[src/rtl/mem_stage_ctrl.sv]
// MEM-stage data-memory access controller.
// Runs one req/ack data-bus transaction per load/store and stalls the pipeline
// until the transaction completes or times out. Each access passes IDLE -> BUSY -> DONE.
// Optional feature macro: MEMSTAGE_ALIGN_CHECK_EN (misaligned accesses are aborted
// without a bus request).
module mem_stage_ctrl #(
   parameter int unsigned TIMEOUT_CYC = 255,
   parameter logic [31:0] ERR_RDATA   = 32'h0000_0000
) (
   input  logic        clk,
   input  logic        rst_n,
   input  logic        mem_MemRead,
   input  logic        mem_MemWrite,
   input  logic [31:0] ExMem_AluResult,
   input  logic [31:0] ExMem_WriteData,
   output logic [31:0] DataMemory_ReadData,
   output logic        mem_stall,
   output logic        dbus_req,
   output logic        dbus_we,
   output logic [31:0] dbus_addr,
   output logic [31:0] dbus_wdata,
   input  logic [31:0] dbus_rdata,
   input  logic        dbus_ack,
   output logic        bus_err,
   output logic        misalign_err
);

   localparam logic [15:0] CntLast = 16'(TIMEOUT_CYC - 1);

   typedef enum logic [1:0] {StIdle, StBusy, StDone} state_e;

   state_e      state_q, state_d;
   logic [15:0] cnt_q, cnt_d;
   logic        req_q, req_d;
   logic        we_q, we_d;
   logic [31:0] addr_q, addr_d;
   logic [31:0] wdata_q, wdata_d;
   logic [31:0] rdata_q, rdata_d;
   logic        bus_err_q, bus_err_d;
   logic        mis_err_q, mis_err_d;

   logic op;
   logic misaligned;

   assign op = mem_MemRead | mem_MemWrite;

`ifdef MEMSTAGE_ALIGN_CHECK_EN
   assign misaligned = |ExMem_AluResult[1:0];
`else
   // Byte-offset bits are simply dropped from the bus address.
   logic unused_addr_lsb;
   assign unused_addr_lsb = ^ExMem_AluResult[1:0];
   assign misaligned      = 1'b0;
`endif

   // State, bus and result registers; async active-low reset returns everything to idle.
   always_ff @(posedge clk or negedge rst_n) begin
      if (!rst_n) begin
         state_q   <= StIdle;
         cnt_q     <= '0;
         req_q     <= 1'b0;
         we_q      <= 1'b0;
         addr_q    <= '0;
         wdata_q   <= '0;
         rdata_q   <= '0;
         bus_err_q <= 1'b0;
         mis_err_q <= 1'b0;
      end else begin
         state_q   <= state_d;
         cnt_q     <= cnt_d;
         req_q     <= req_d;
         we_q      <= we_d;
         addr_q    <= addr_d;
         wdata_q   <= wdata_d;
         rdata_q   <= rdata_d;
         bus_err_q <= bus_err_d;
         mis_err_q <= mis_err_d;
      end
   end

   // Next-state logic and combinational stall; error flags default low so they pulse once.
   always_comb begin
      state_d   = state_q;
      cnt_d     = cnt_q;
      req_d     = req_q;
      we_d      = we_q;
      addr_d    = addr_q;
      wdata_d   = wdata_q;
      rdata_d   = rdata_q;
      bus_err_d = 1'b0;
      mis_err_d = 1'b0;
      mem_stall = 1'b0;
      unique case (state_q)
         StIdle: begin
            if (op) begin
               mem_stall = 1'b1;
               if (misaligned) begin
                  mis_err_d = 1'b1;
                  if (!mem_MemWrite) rdata_d = ERR_RDATA;
                  state_d = StDone;
               end else begin
                  // Write has priority when both controls are set.
                  req_d   = 1'b1;
                  we_d    = mem_MemWrite;
                  addr_d  = {ExMem_AluResult[31:2], 2'b00};
                  wdata_d = ExMem_WriteData;
                  cnt_d   = '0;
                  state_d = StBusy;
               end
            end
         end
         StBusy: begin
            mem_stall = 1'b1;
            cnt_d     = cnt_q + 16'd1;
            // Ack is checked first so a same-cycle timeout is not flagged.
            if (dbus_ack) begin
               req_d = 1'b0;
               if (!we_q) rdata_d = dbus_rdata;
               state_d = StDone;
            end else if (cnt_q == CntLast) begin
               req_d     = 1'b0;
               bus_err_d = 1'b1;
               if (!we_q) rdata_d = ERR_RDATA;
               state_d = StDone;
            end
         end
         StDone: begin
            state_d = StIdle;
         end
         default: begin
            state_d = StIdle;
         end
      endcase
   end

   assign DataMemory_ReadData = rdata_q;
   assign dbus_req            = req_q;
   assign dbus_we             = we_q;
   assign dbus_addr           = addr_q;
   assign dbus_wdata          = wdata_q;
   assign bus_err             = bus_err_q;
   assign misalign_err        = mis_err_q;

endmodule

[config.mk]
export PLATFORM = sky130hd
export DESIGN_NAME = mem_stage_ctrl
export DESIGN_NICKNAME = d
export VERILOG_FILES = /design/src/rtl/mem_stage_ctrl.sv
export SDC_FILE = /design/constraint.sdc
export NUM_CORES = 1
export LEC_CHECK = 0
export ABC_AREA = 1
export ABC_CLOCK_PERIOD_IN_PS = 2700
export CAP_MARGIN = 30
export CORE_UTILIZATION = 46
export DETAILED_ROUTE_END_ITERATION = 6
export MAX_ROUTING_LAYER = met4
export PLACE_DENSITY = 0.86
export SYNTH_ARGS = -nofsm -noshare
export SYNTH_HDL_FRONTEND = slang
export SYNTH_SLANG_ARGS = --single-unit
[constraint.sdc]
create_clock -name clk -period 2.7 [get_ports clk]
set_clock_uncertainty 0.05 [all_clocks]
set_input_delay 0.54 -clock clk [delete_from_list [all_inputs] [get_ports clk]]
set_output_delay 0.54 -clock clk [all_outputs]
set_load 0.02 [all_outputs]
---- After elaboration in Yosys (flattened, before gate mapping) ----
Cells that the tools add are included.
word-level totals
  register bits ........................... 115
  bits of input ports ..................... 101
  output and inout bits ................... 101
  word-level logic and storage cells ...... 42
operators by class
  $add $sub $neg .......................... 1
  eq/ne operators ......................... 4
  multiplexer cells ....................... 19
  bitwise operators ....................... 2
  reduce and logical (&&, ||, !) cells .... 8
operator list
  operator                                                           count
  32-bit 2-to-1 mux                                                  4
  16-bit one-hot mux with 2 select lines                             1
  16-bit by 1-bit adder with 16-bit output (second input constant)   1
  16-bit by 8-bit == test with 1-bit output (second input constant)  1
  16-bit 2-to-1 mux                                                  1
  1-bit 2-to-1 mux                                                   7
  2-bit 2-to-1 mux                                                   3
  2-bit AND reduction                                                3
  3-bit AND reduction                                                2
  1-bit one-hot mux with 2 select lines                              2
  2-bit one-hot mux with 2 select lines                              1
  2-bit nonzero test                                                 2
  3-bit != test (second input constant)                              1
  2-bit by 1-bit == test with 1-bit output (second input constant)   1
  2-bit zero test                                                    1
  2-bit != test (second input constant)                              1
  1-bit inverter                                                     1
  1-bit bitwise OR                                                   1

---- Longest topological paths before layout ----
Gate-level depths: netlist of the first run.
  word-level depth ........................ 4
  gate-level depth with buffers ........... 10
  mapped depth without buffers ............ 9

---- Least setup slack after synthesis of the first run ----
No wires, ideal clock.
  path kind ............................... input -> output
  from .................................... input port mem_MemWrite
  to ...................................... output port mem_stall
  data arrival time ....................... 1.014 ns
  required time ........................... 2.110 ns
  path slack .............................. 1.096 ns
  stages on the path ...................... 4
  path buffers ............................ 0
  cells stage by stage .................... nor2_1 nor2_4 nor2_4 inv_2
between the ends
  longest elaborated chain between the ends .. 3
RTL lines
  element                                line  source
  start, declared                        13    input logic mem_MemWrite,
  1-bit bitwise OR                       45    assign op = mem_MemRead | mem_MemWrite;
  1-bit 2-to-1 mux                       95    if (op) begin
  1-bit one-hot mux with 2 select lines  93    unique case (state_q)
  end, declared                          17    output logic mem_stall,
No other way between the ends.

---- Worst setup path after layout of the first run ----
  from .................................... register state_q[0]
  to ...................................... output port mem_stall
between the ends
  longest elaborated chain between the ends .. 2
  elaborated cells between the ends (all ways) .. 3
  those cells by class .................... eq/ne (1); mux (1); reduce/logical (1)
RTL lines
  element                                                                             line  source
  start, declared                                                                     32    state_e state_q, state_d;
  start signal, assigned                                                              59    state_q <= StIdle;
  start signal, assigned                                                              69    state_q <= state_d;
  2-bit by 1-bit == test with 1-bit output / 2-bit zero test (equally long branches)  93
  1-bit one-hot mux with 2 select lines *                                             93
Every way passes the cells marked *; elsewhere a longest branch is shown, timed or not.

==> flow_metrics.py, run 1 <==
metrics = {
    "outcome": {
        "status": "finished, final reports clean",
    },
    "setup_path": {
        "worstSetupEndpointType": "primary output",
        "ff2ff_setup_slack_ps": 640,
        "cp_top_family": "buffers and inverters",
        "cp_num_buf_inv": 2,
        "crit_arrival_ps": 1940,
        "crit_top_cell": "nor2_4",
        "reg2regPathDepth": 9,
        "start_kind": "register",
        "crit_chain": "or2_1 -> nor2_4 -> nor2_4 -> inv_2 -> clkdlybuf4s50_1",
        "reg2reg_to": "cnt_q[8]",
        "worstPathMaxFanout": 2,
        "required_ps": 2110,
        "cpMaxStageDelayCell": "clkdlybuf4s50_1",
        "r2r-start": "state_q[0]",
        "critPathKind": "reg -> out",
        "max_stage_delay_ps": 590,
    },
    "clock_tree": {
        "cts_buffer_depth": 2,
        "cts.clk_slew.worst_paths_ps": 50,
        "cts_tree": "done",
        "root_buffer": "clkbuf_8",
        "ctsHoldBuffers": 0,
        "ctsResizeCount": 0,
        "htreeDepth": 4,
        "cts_num_sinks": 115,
        "cts_made_buffers": 17,
        "post-cts-setup-buffers": 0,
        "worstSkewPairLatency_ps": 500,
    },
    "synth": {
        "synthTopCellsByCount": "nand2_1, dfrtp_1, nand3_1",
        "yosys.cell_types.count": 26,
        "yosysWarnings": 0,
        "synth.yosys.seq_area_share": 0.6012,
        "yosysTopAreaCellShare": 0.6012,
        "synth_most_common_cell": "nand2_1",
        "synth_area_mm2": 0.004787,
        "synth-seq-cells": 115,
        "synth_area_per_cell_um2": 8.473,
        "async_flop_share": 1.000,
        "synth_area_leaders": "dfrtp_1, nand2_1, nand3_1, nor2_1, buf_4",
        "ys.flop_type": "dfrtp_1",
        "synth_edf_count": 0,
        "synthCells": 565,
        "synth_top_area_cell": "dfrtp_1",
    },
    "global_routing": {
        "grt_max_degree": 66,
        "track_usage": 0.2644,
        "grt_pass1_vias": 4469,
        "grt.overflow.total": 0,
        "grt_pass1_wl_um": 21790,
        "grt_antenna_before_repair": 0,
    },
    "place": {
        "pre_cts_ws_ps": 142.7,
        "place_area_mm2": 0.006843,
        "gp_congestion": 0.8579,
        "dp_hpwl_um": 9048,
        "io_buffer_count": 196,
    },
    "detailed_routing": {
        "drc": 0,
        "post_drt_via_cell_ratio": 4.922,
        "vias": 4464,
        "final_antenna_net_count": 0,
        "dr.first_iter.drc_count": 407,
        "firstDrtPassIters": 5,
        "wl_um": 13120,
        "wl_per_cell_um": 14.47,
    },
    "floorplanning": {
        "rows": 36,
        "initial_core_util": 0.4831,
        "ios": 202,
        "die-area_mm2": 0.01082,
        "die_h_um": 104.0,
        "fp.dieW_um": 104.0,
        "coreArea_mm2": 0.009910,
    },
    "final_layout": {
        "antenna_cells": 0,
        "drive_above_1_share": 0.06202,
        "area_growth_syn_to_layout_pct": 54.31,
        "fin_nets": 866,
        "fin_area_mm2": 0.007387,
    },
    "sta": {
        "setup_slack_ps": 168.0,
        "slew_headroom": 0.5617,
        "setup_viol": 0,
        "worst_pin_slew_ps": 657.5,
        "fin_crit_ps": 2532,
        "max_freq_mhz": 394.9,
        "drv_slew": 0,
        "tns_ps": 0,
        "period_share": 0.9378,
        "hold_violations": 0,
        "rsz0062_at_grt": "false",
    },
    "hold_path": {
        "hold_path_class": "in -> async",
    },
    "pwr": {
        "power.density_mw_per_mm2": 1207,
        "peakVddDrop_uv": 727.9,
        "power.leakage_nw": 3.629,
    },
    "flow_run": {
        "cap_viol_max_count": 0,
    },
}
kinds of logic after synthesis:
| family | share of synthesized area |
|---|---|
| DFF | 0.6012 |
| AOI/OAI and AO/OA | 0.01882 |
| xor gates and xnor gates | 0.005490 |
| adders and majority gates | 0.005227 |
| and+or+nand+nor | 0.3176 |
| other | 0.0007834 |
| buffers and inverters | 0.05096 |
flip-flops by register name (all words and copies together), names as in the netlist:
| signal | cells |
|---|---|
| dbus_we | 1 |
| DataMemory_ReadData | 32 |
| dbus_addr | 30 |
| bus_err | 1 |
| dbus_wdata | 32 |
| cnt_q | 16 |
| dbus_req | 1 |
| state_q | 2 |
area by class of cell:
cell class	count	area (um2)
clock buffers	25	494.2
clock inverters	5	50.05
fillers	707	2522
inverters	19	71.32
multi-input cells	405	1675
flip-flops and latches	115	2878
well taps	133	166.4
repair buffers	205	2052
routing by layer:
metal / track usage / up-vias / share of wire
met5: - / - / 0
met4: 0.09592 / 0 / 0.020
met3: 0.08208 / 21 / 0.081
met2: 0.4324 / 203 / 0.49
met1: 0.3076 / 2116 / 0.41
li1: - / 2124 / -
placed cells by master, fill, tap and decap left out, drive strengths merged:
| cell type | instances |
|---|---|
| buf | 10 |
| and3 | 1 |
| nand2 | 302 |
| nor2 | 29 |
| nor3 | 3 |
| clkbuf | 25 |
| clkdlybuf4s50 | 195 |
| inv | 18 |
| nor3b | 2 |
| ha | 2 |
| a21oi | 6 |
| dfrtp | 115 |
| o21ai | 12 |
| conb | 3 |
| clkinv | 5 |
| xor2 | 2 |
| xnor2 | 1 |
| nand4 | 1 |
| or2 | 1 |
| nand3 | 39 |
| nand3b | 1 |
| bufinv | 1 |
worst max-delay path by stage:
| stage | slack, ps | depth (start not counted) | startpoint | endpoint |
|---|---|---|---|---|
| final | 170 | 5 | state_q[0] | mem_stall |
| after global routing | 90 | 5 | state_q[0] | mem_stall |
| after CTS | 140 | 5 | state_q[0] | mem_stall |
| after detailed placement | 140 | 10 | mem_MemWrite | cnt_q[12] |
| after global placement | 130 | 10 | mem_MemWrite | cnt_q[12] |
| after floorplan | 1100 | 4 | mem_MemWrite | mem_stall |
through the flow:
stage | hold slack (ps) | util | instances | total power [mW]
after detailed placement | 408.3 | 0.6905 | 877 | 6.883
after floorplan | 194.4 | - | 567 | 4.921
after global placement | 402.8 | 0.6905 | 877 | 6.750
after global routing | 41.97 | 0.7455 | 907 | 9.430
after CTS | 25.92 | 0.7455 | 907 | 8.999
final | 5.929 | 0.7455 | 907 | 8.917
power by group:
part	switching, mW	internal, mW	leakage, nW	total (mW)
Clock	0.731	1.32	0.274	2.06
Sequential	0.420	2.45	1.45	2.87
Combinational	2.25	1.74	1.91	3.99
Note: power is estimated with default switching activity, not from simulation.
==> inputs of run 2 (changes only) <==
--- a/config.mk
+++ b/config.mk
@@ -10,7 +10,6 @@
 export CAP_MARGIN = 30
 export CORE_UTILIZATION = 46
 export DETAILED_ROUTE_END_ITERATION = 6
-export MAX_ROUTING_LAYER = met4
 export PLACE_DENSITY = 0.86
 export SYNTH_ARGS = -nofsm -noshare
 export SYNTH_HDL_FRONTEND = slang
==> flow_metrics.py, run 2 (synthesized netlist as in run 1, its figures left out) <==
metrics = {
    "setup_path": {
        "critPathKind": "reg -> out",
        "required_ps": 2110,
        "start_kind": "register",
        "cpMaxStageDelayCell": "clkdlybuf4s50_1",
        "worstSetupEndpointType": "primary output",
        "max_stage_delay_ps": 590,
        "worstPathMaxFanout": 2,
        "crit_arrival_ps": 1940,
        "crit_chain": "or2_1 -> nor2_4 -> nor2_4 -> inv_2 -> clkdlybuf4s50_1",
        "crit_top_cell": "nor2_4",
        "cp_num_buf_inv": 2,
        "cp_top_family": "buffers and inverters",
    },
    "floorplanning": {
        "die_h_um": 104.0,
        "fp.dieW_um": 104.0,
        "rows": 36,
        "coreArea_mm2": 0.009910,
        "die-area_mm2": 0.01082,
        "initial_core_util": 0.4831,
        "ios": 202,
    },
    "clock_tree": {
        "post-cts-setup-buffers": 0,
        "worstSkewPairLatency_ps": 500,
        "ctsResizeCount": 0,
        "root_buffer": "clkbuf_8",
        "cts_tree": "done",
        "htreeDepth": 4,
        "cts_made_buffers": 17,
        "cts_num_sinks": 115,
        "cts_buffer_depth": 2,
        "cts.clk_slew.worst_paths_ps": 50,
        "ctsHoldBuffers": 0,
    },
    "detailed_routing": {
        "dr.first_iter.drc_count": 380,
        "drc": 0,
        "wl_per_cell_um": 14.53,
        "wl_um": 13180,
        "post_drt_via_cell_ratio": 4.915,
        "final_antenna_net_count": 0,
        "vias": 4458,
        "firstDrtPassIters": 5,
    },
    "pwr": {
        "p_switching_mw": 3.407,
        "clkPwrFrac": 0.231,
        "intPower_mw": 5.517,
        "power.density_mw_per_mm2": 1208,
        "swShare": 0.3818,
        "power.leakage_nw": 3.629,
        "combPwrFrac": 0.447,
        "peakVddDrop_uv": 729.1,
        "pwr-share-seq": 0.322,
    },
    "place": {
        "place_area_mm2": 0.006843,
        "io_buffer_count": 196,
        "place_inst": 877,
        "dp_hpwl_um": 9048,
        "gp_congestion": 0.8447,
    },
    "sta": {
        "worst_pin_slew_ps": 641.7,
        "rsz0062_at_grt": "false",
        "tns_ps": 0,
        "fin_crit_ps": 2531,
        "period_share": 0.9375,
        "setup_viol": 0,
        "slew_headroom": 0.5722,
        "max_freq_mhz": 395.1,
        "drv_slew": 0,
        "hold_violations": 0,
    },
    "global_routing": {
        "grt_max_degree": 66,
        "grt_pass1_wl_um": 21780,
        "grt_pass1_vias": 4484,
        "grt_antenna_before_repair": 0,
        "grt.overflow.total": 0,
        "track_usage": 0.2556,
    },
    "final_layout": {
        "seq_area_mm2": 0.002878,
        "fin_cells": 907,
        "antenna_cells": 0,
        "fin_area_mm2": 0.007387,
        "multi_input_area_mm2": 0.001675,
        "area_growth_syn_to_layout_pct": 54.31,
        "drive_above_1_share": 0.06202,
        "nFillCells": 707,
        "final_cell_mix": "nand2_1, clkdlybuf4s50_1, dfrtp_1",
        "fin_nets": 866,
        "layout_commonest_cell": "nand2_1",
    },
    "flow_run": {
        "cap_viol_max_count": 0,
    },
    "outcome": {
        "status": "finished, final reports clean",
    },
    "hold_path": {
        "hold_path_class": "in -> async",
    },
}
run 2: worst paths after layout:
path                                    startpoint                       to  slack (ps)  cells after the start
setup / recovery                        state_q[0]                mem_stall         170                      5
hold / removal                               rst_n   DataMemory_ReadData[0]           7                      1
setup reg to reg                        state_q[0]                 cnt_q[8]         650                      9
hold reg to reg            DataMemory_ReadData[14]  DataMemory_ReadData[14]         420                      2
max in group asynchronous                    rst_n           dbus_wdata[29]        1810                      2
min in group clk           DataMemory_ReadData[14]  DataMemory_ReadData[14]         420                      2
run 2: per-stage QoR:
stage          hold WS [ps]  power (mW)  setup slack [ps]  utilization
2_1_floorplan         194.4       4.921              1096            -
3_3_place_gp          402.8       6.750             130.6       0.6905
3_5_place_dp          408.3       6.883             142.7       0.6905
4_1_cts               25.92       8.999             139.5       0.7455
5_1_grt               41.14       9.427             92.80       0.7455
6_report              6.876       8.924             168.7       0.7455
run 2: power groups by stage:
| stage | Combinational, mW | Clock [mW] | Sequential, mW |
|---|---|---|---|
| finish | 3.99 | 2.06 | 2.87 |
| detailed placement | 4.01 | 0 | 2.88 |
| CTS | 4.04 | 2.09 | 2.88 |
| floorplan | 1.23 | 0 | 3.69 |
| global placement | 3.91 | 0 | 2.84 |
| global route | 4.30 | 2.17 | 2.96 |
run 2: routing by layer:
layer	part of all wire	GRT usage
met1	0.41	0.3013
met2	0.49	0.4319
met3	0.082	0.09273
met4	0.016	0.08673
met5	0	0
run 2: cell type report:
type                            instances  area share
Timing Repair Buffer                  205      0.2778
Sequential cell                       115      0.3896
Multi-Input combinational cell        405      0.2268
Tap cell                              133     0.02253
Inverter                               19    0.009654
Clock inverter                          5    0.006775
Clock buffer                           25     0.06690
==> inputs of run 3 (changes only) <==
--- a/config.mk
+++ b/config.mk
@@ -5,12 +5,13 @@
 export SDC_FILE = /design/constraint.sdc
 export NUM_CORES = 1
 export LEC_CHECK = 0
-export ABC_AREA = 1
 export ABC_CLOCK_PERIOD_IN_PS = 2700
 export CAP_MARGIN = 30
-export CORE_UTILIZATION = 46
+export CORE_UTILIZATION = 45
+export CTS_CLUSTER_SIZE = 12
 export DETAILED_ROUTE_END_ITERATION = 6
-export PLACE_DENSITY = 0.86
+export MAX_ROUTING_LAYER = met4
+export PLACE_DENSITY = 0.85
 export SYNTH_ARGS = -nofsm -noshare
 export SYNTH_HDL_FRONTEND = slang
 export SYNTH_SLANG_ARGS = --single-unit
==> flow_metrics.py, run 3 <==
metrics = {
    "floorplanning": {
        "coreArea_mm2": 0.009774,
        "fp.dieW_um": 102.2,
        "rows": 36,
        "die_h_um": 102.2,
        "die-area_mm2": 0.01045,
        "initial_core_util": 0.4626,
        "ios": 202,
    },
    "final_layout": {
        "multi_input_area_mm2": 0.001525,
        "drive_above_1_share": 0.07763,
        "final_cell_mix": "nand2_1, clkdlybuf4s50_1, dfrtp_1",
        "nFillCells": 669,
        "area_growth_syn_to_layout_pct": 60.60,
        "antenna_cells": 0,
        "fin_area_mm2": 0.007262,
        "layout_commonest_cell": "nand2_1",
        "seq_area_mm2": 0.002878,
        "fin_util": 0.7430,
        "fin_nets": 747,
    },
    "synth": {
        "synthTopCellsByCount": "nand2_1, dfrtp_1, a22o_1",
        "synth.yosys.seq_area_share": 0.6364,
        "yosysWarnings": 0,
        "synth_xor_area_frac": 0.001937,
        "synth_most_common_cell": "nand2_1",
        "synth_area_per_cell_um2": 10.18,
        "synth_area_mm2": 0.004522,
        "ys.flop_type": "dfrtp_1",
        "yosysTopAreaCellShare": 0.6364,
        "synth_top_area_cell": "dfrtp_1",
        "yosys.cell_types.count": 38,
        "synth_compound_area_frac": 0.09020,
        "synth-seq-cells": 115,
        "synthCells": 444,
        "synth-adder-area-share": 0.005534,
        "synth.area.mux_share": 0.01550,
        "synth_area_leaders": "dfrtp_1, nand2_1, a22o_1, mux2i_1, clkbuf_1",
        "synth_edf_count": 0,
        "async_flop_share": 1.000,
        "synth-simple-area-share": 0.2172,
        "synth_top_family_by_area": "simple AND/OR/NAND/NOR gates",
    },
    "global_routing": {
        "grt_use_met1": 0.2824,
        "gr-usage-met3": 0.08071,
        "grt.overflow.total": 0,
        "grt_busiest_layer": "met2",
        "grt_pass1_vias": 4069,
        "met2_usage": 0.4171,
        "track_usage": 0.2524,
        "grt_max_degree": 76,
        "grt_antenna_before_repair": 0,
        "grt_pass1_wl_um": 19180,
    },
    "clock_tree": {
        "cts.clk_slew.worst_paths_ps": 60,
        "cts_buffer_depth": 2,
        "cts_num_sinks": 115,
        "cts_tree": "done",
        "root_buffer": "clkbuf_8",
        "htreeDepth": 4,
        "cts_made_buffers": 17,
        "worstSkewPairLatency_ps": 510,
    },
    "detailed_routing": {
        "vias": 3914,
        "post_drt_via_cell_ratio": 4.954,
        "wl_um": 12150,
        "wl_per_cell_um": 15.38,
        "firstDrtPassIters": 4,
        "final_antenna_net_count": 0,
        "drc": 0,
        "dr.first_iter.drc_count": 133,
    },
    "place": {
        "io_buffer_count": 196,
        "place_area_mm2": 0.006614,
        "gp_congestion": 0.7673,
        "dp_hpwl_um": 8136,
    },
    "sta": {
        "worst_pin_slew_ps": 767.3,
        "period_share": 0.9626,
        "setup_viol": 0,
        "max_freq_mhz": 384.8,
        "whs_ps": 320.3,
        "tns_ps": 0,
        "rsz0062_at_grt": "false",
        "drv_slew": 0,
        "fin_crit_ps": 2599,
        "hold_violations": 0,
        "slew_headroom": 0.4885,
    },
    "setup_path": {
        "crit_chain": "nor2_2 -> o21ai_4 -> nand2_1 -> clkdlybuf4s50_1",
        "crit_arrival_ps": 2010,
        "cpMaxStageDelayCell": "clkdlybuf4s50_1",
        "worstSetupEndpointType": "primary output",
        "critPathKind": "reg -> out",
        "start_kind": "register",
        "max_stage_delay_ps": 630,
        "worstPathMaxFanout": 4,
        "required_ps": 2110,
    },
    "flow_run": {
        "cap_viol_max_count": 0,
    },
    "pwr": {
        "peakVddDrop_uv": 637.2,
        "power.density_mw_per_mm2": 1271,
        "combPwrFrac": 0.430,
        "power.leakage_nw": 3.497,
        "pwr-share-seq": 0.315,
        "intPower_mw": 5.851,
        "p_total_mw": 9.230,
        "p_switching_mw": 3.379,
        "swShare": 0.3661,
        "clkPwrFrac": 0.256,
    },
    "outcome": {
        "status": "finished, final reports clean",
    },
    "hold_path": {
        "hold_path_class": "in -> async",
    },
}
## run 3: path summary, 6_finish.rpt
check,startpoint,slack [ps],depth (start not counted),endpoint
max in group asynchronous,rst_n,1620,3,dbus_wdata[2]
worst min-delay path,rst_n,320,2,dbus_wdata[7]
worst max register to register,cnt_q[0],430,6,DataMemory_ReadData[30]
worst max-delay path,state_q[0],100,4,mem_stall
min in group clk,dbus_wdata[16],420,2,dbus_wdata[16]
worst min register to register,dbus_wdata[16],420,2,dbus_wdata[16]
## run 3: kinds of logic (layout without fill, tap and decap cells)
group,after synthesis,count (layout)
multiplexers,7,7
XOR/XNOR,1,1
flip-flops,115,115
adder cells (fa/ha/maj),2,2
AO/OA/AOI/OAI,49,49
other,1,3
AND/OR/NAND/NOR,239,239
buffers and inverters,30,241
## run 3: stage by stage
step | worst slack (ps) | std cells
after floorplan | 705.6 | 446
after global placement | 148.3 | 757
after detailed placement | 145.7 | 757
after CTS | 65.51 | 790
after global routing | 28.73 | 790
final | 100.9 | 790
## run 3: power groups by stage
| stage | combinational [mW] | clock, mW | sequential [mW] |
|---|---|---|---|
| floorplan | 1.18 | 0 | 3.72 |
| global placement | 3.87 | 0 | 2.87 |
| detailed placement | 3.97 | 0 | 2.91 |
| CTS | 4.02 | 2.40 | 2.90 |
| global route | 4.26 | 2.48 | 2.99 |
| finish | 3.97 | 2.36 | 2.90 |
## run 3: layout make-up
cell class,instances,area share
clock buffer,21,0.06323
clock inverter,11,0.02429
inverter,4,0.002068
multi-input combinational,301,0.2100
sequential,115,0.3963
tap,133,0.02292
timing repair buffer,205,0.2812
## run 3: repair_timing
action	4_1_cts	5_1_grt
resized for setup	1	0
endpoints found under the setup margin	1	0
buffers inserted	0	0
endpoints found under the hold margin	5	0
hold buffers	1	0
## run 3: metal layers
layer,wire [um],vias to the layer above
met3,664,21
met1,4901,1887
met2,6374,149
met4,212,0
met5,0,-
li1,-,1857
## run 3: critical path: cells and delay by family (launching register included)
family,cells,cell delay (ps)
compound gates,1,90
flops,1,400
simple gates,2,370
buf+inv,1,630
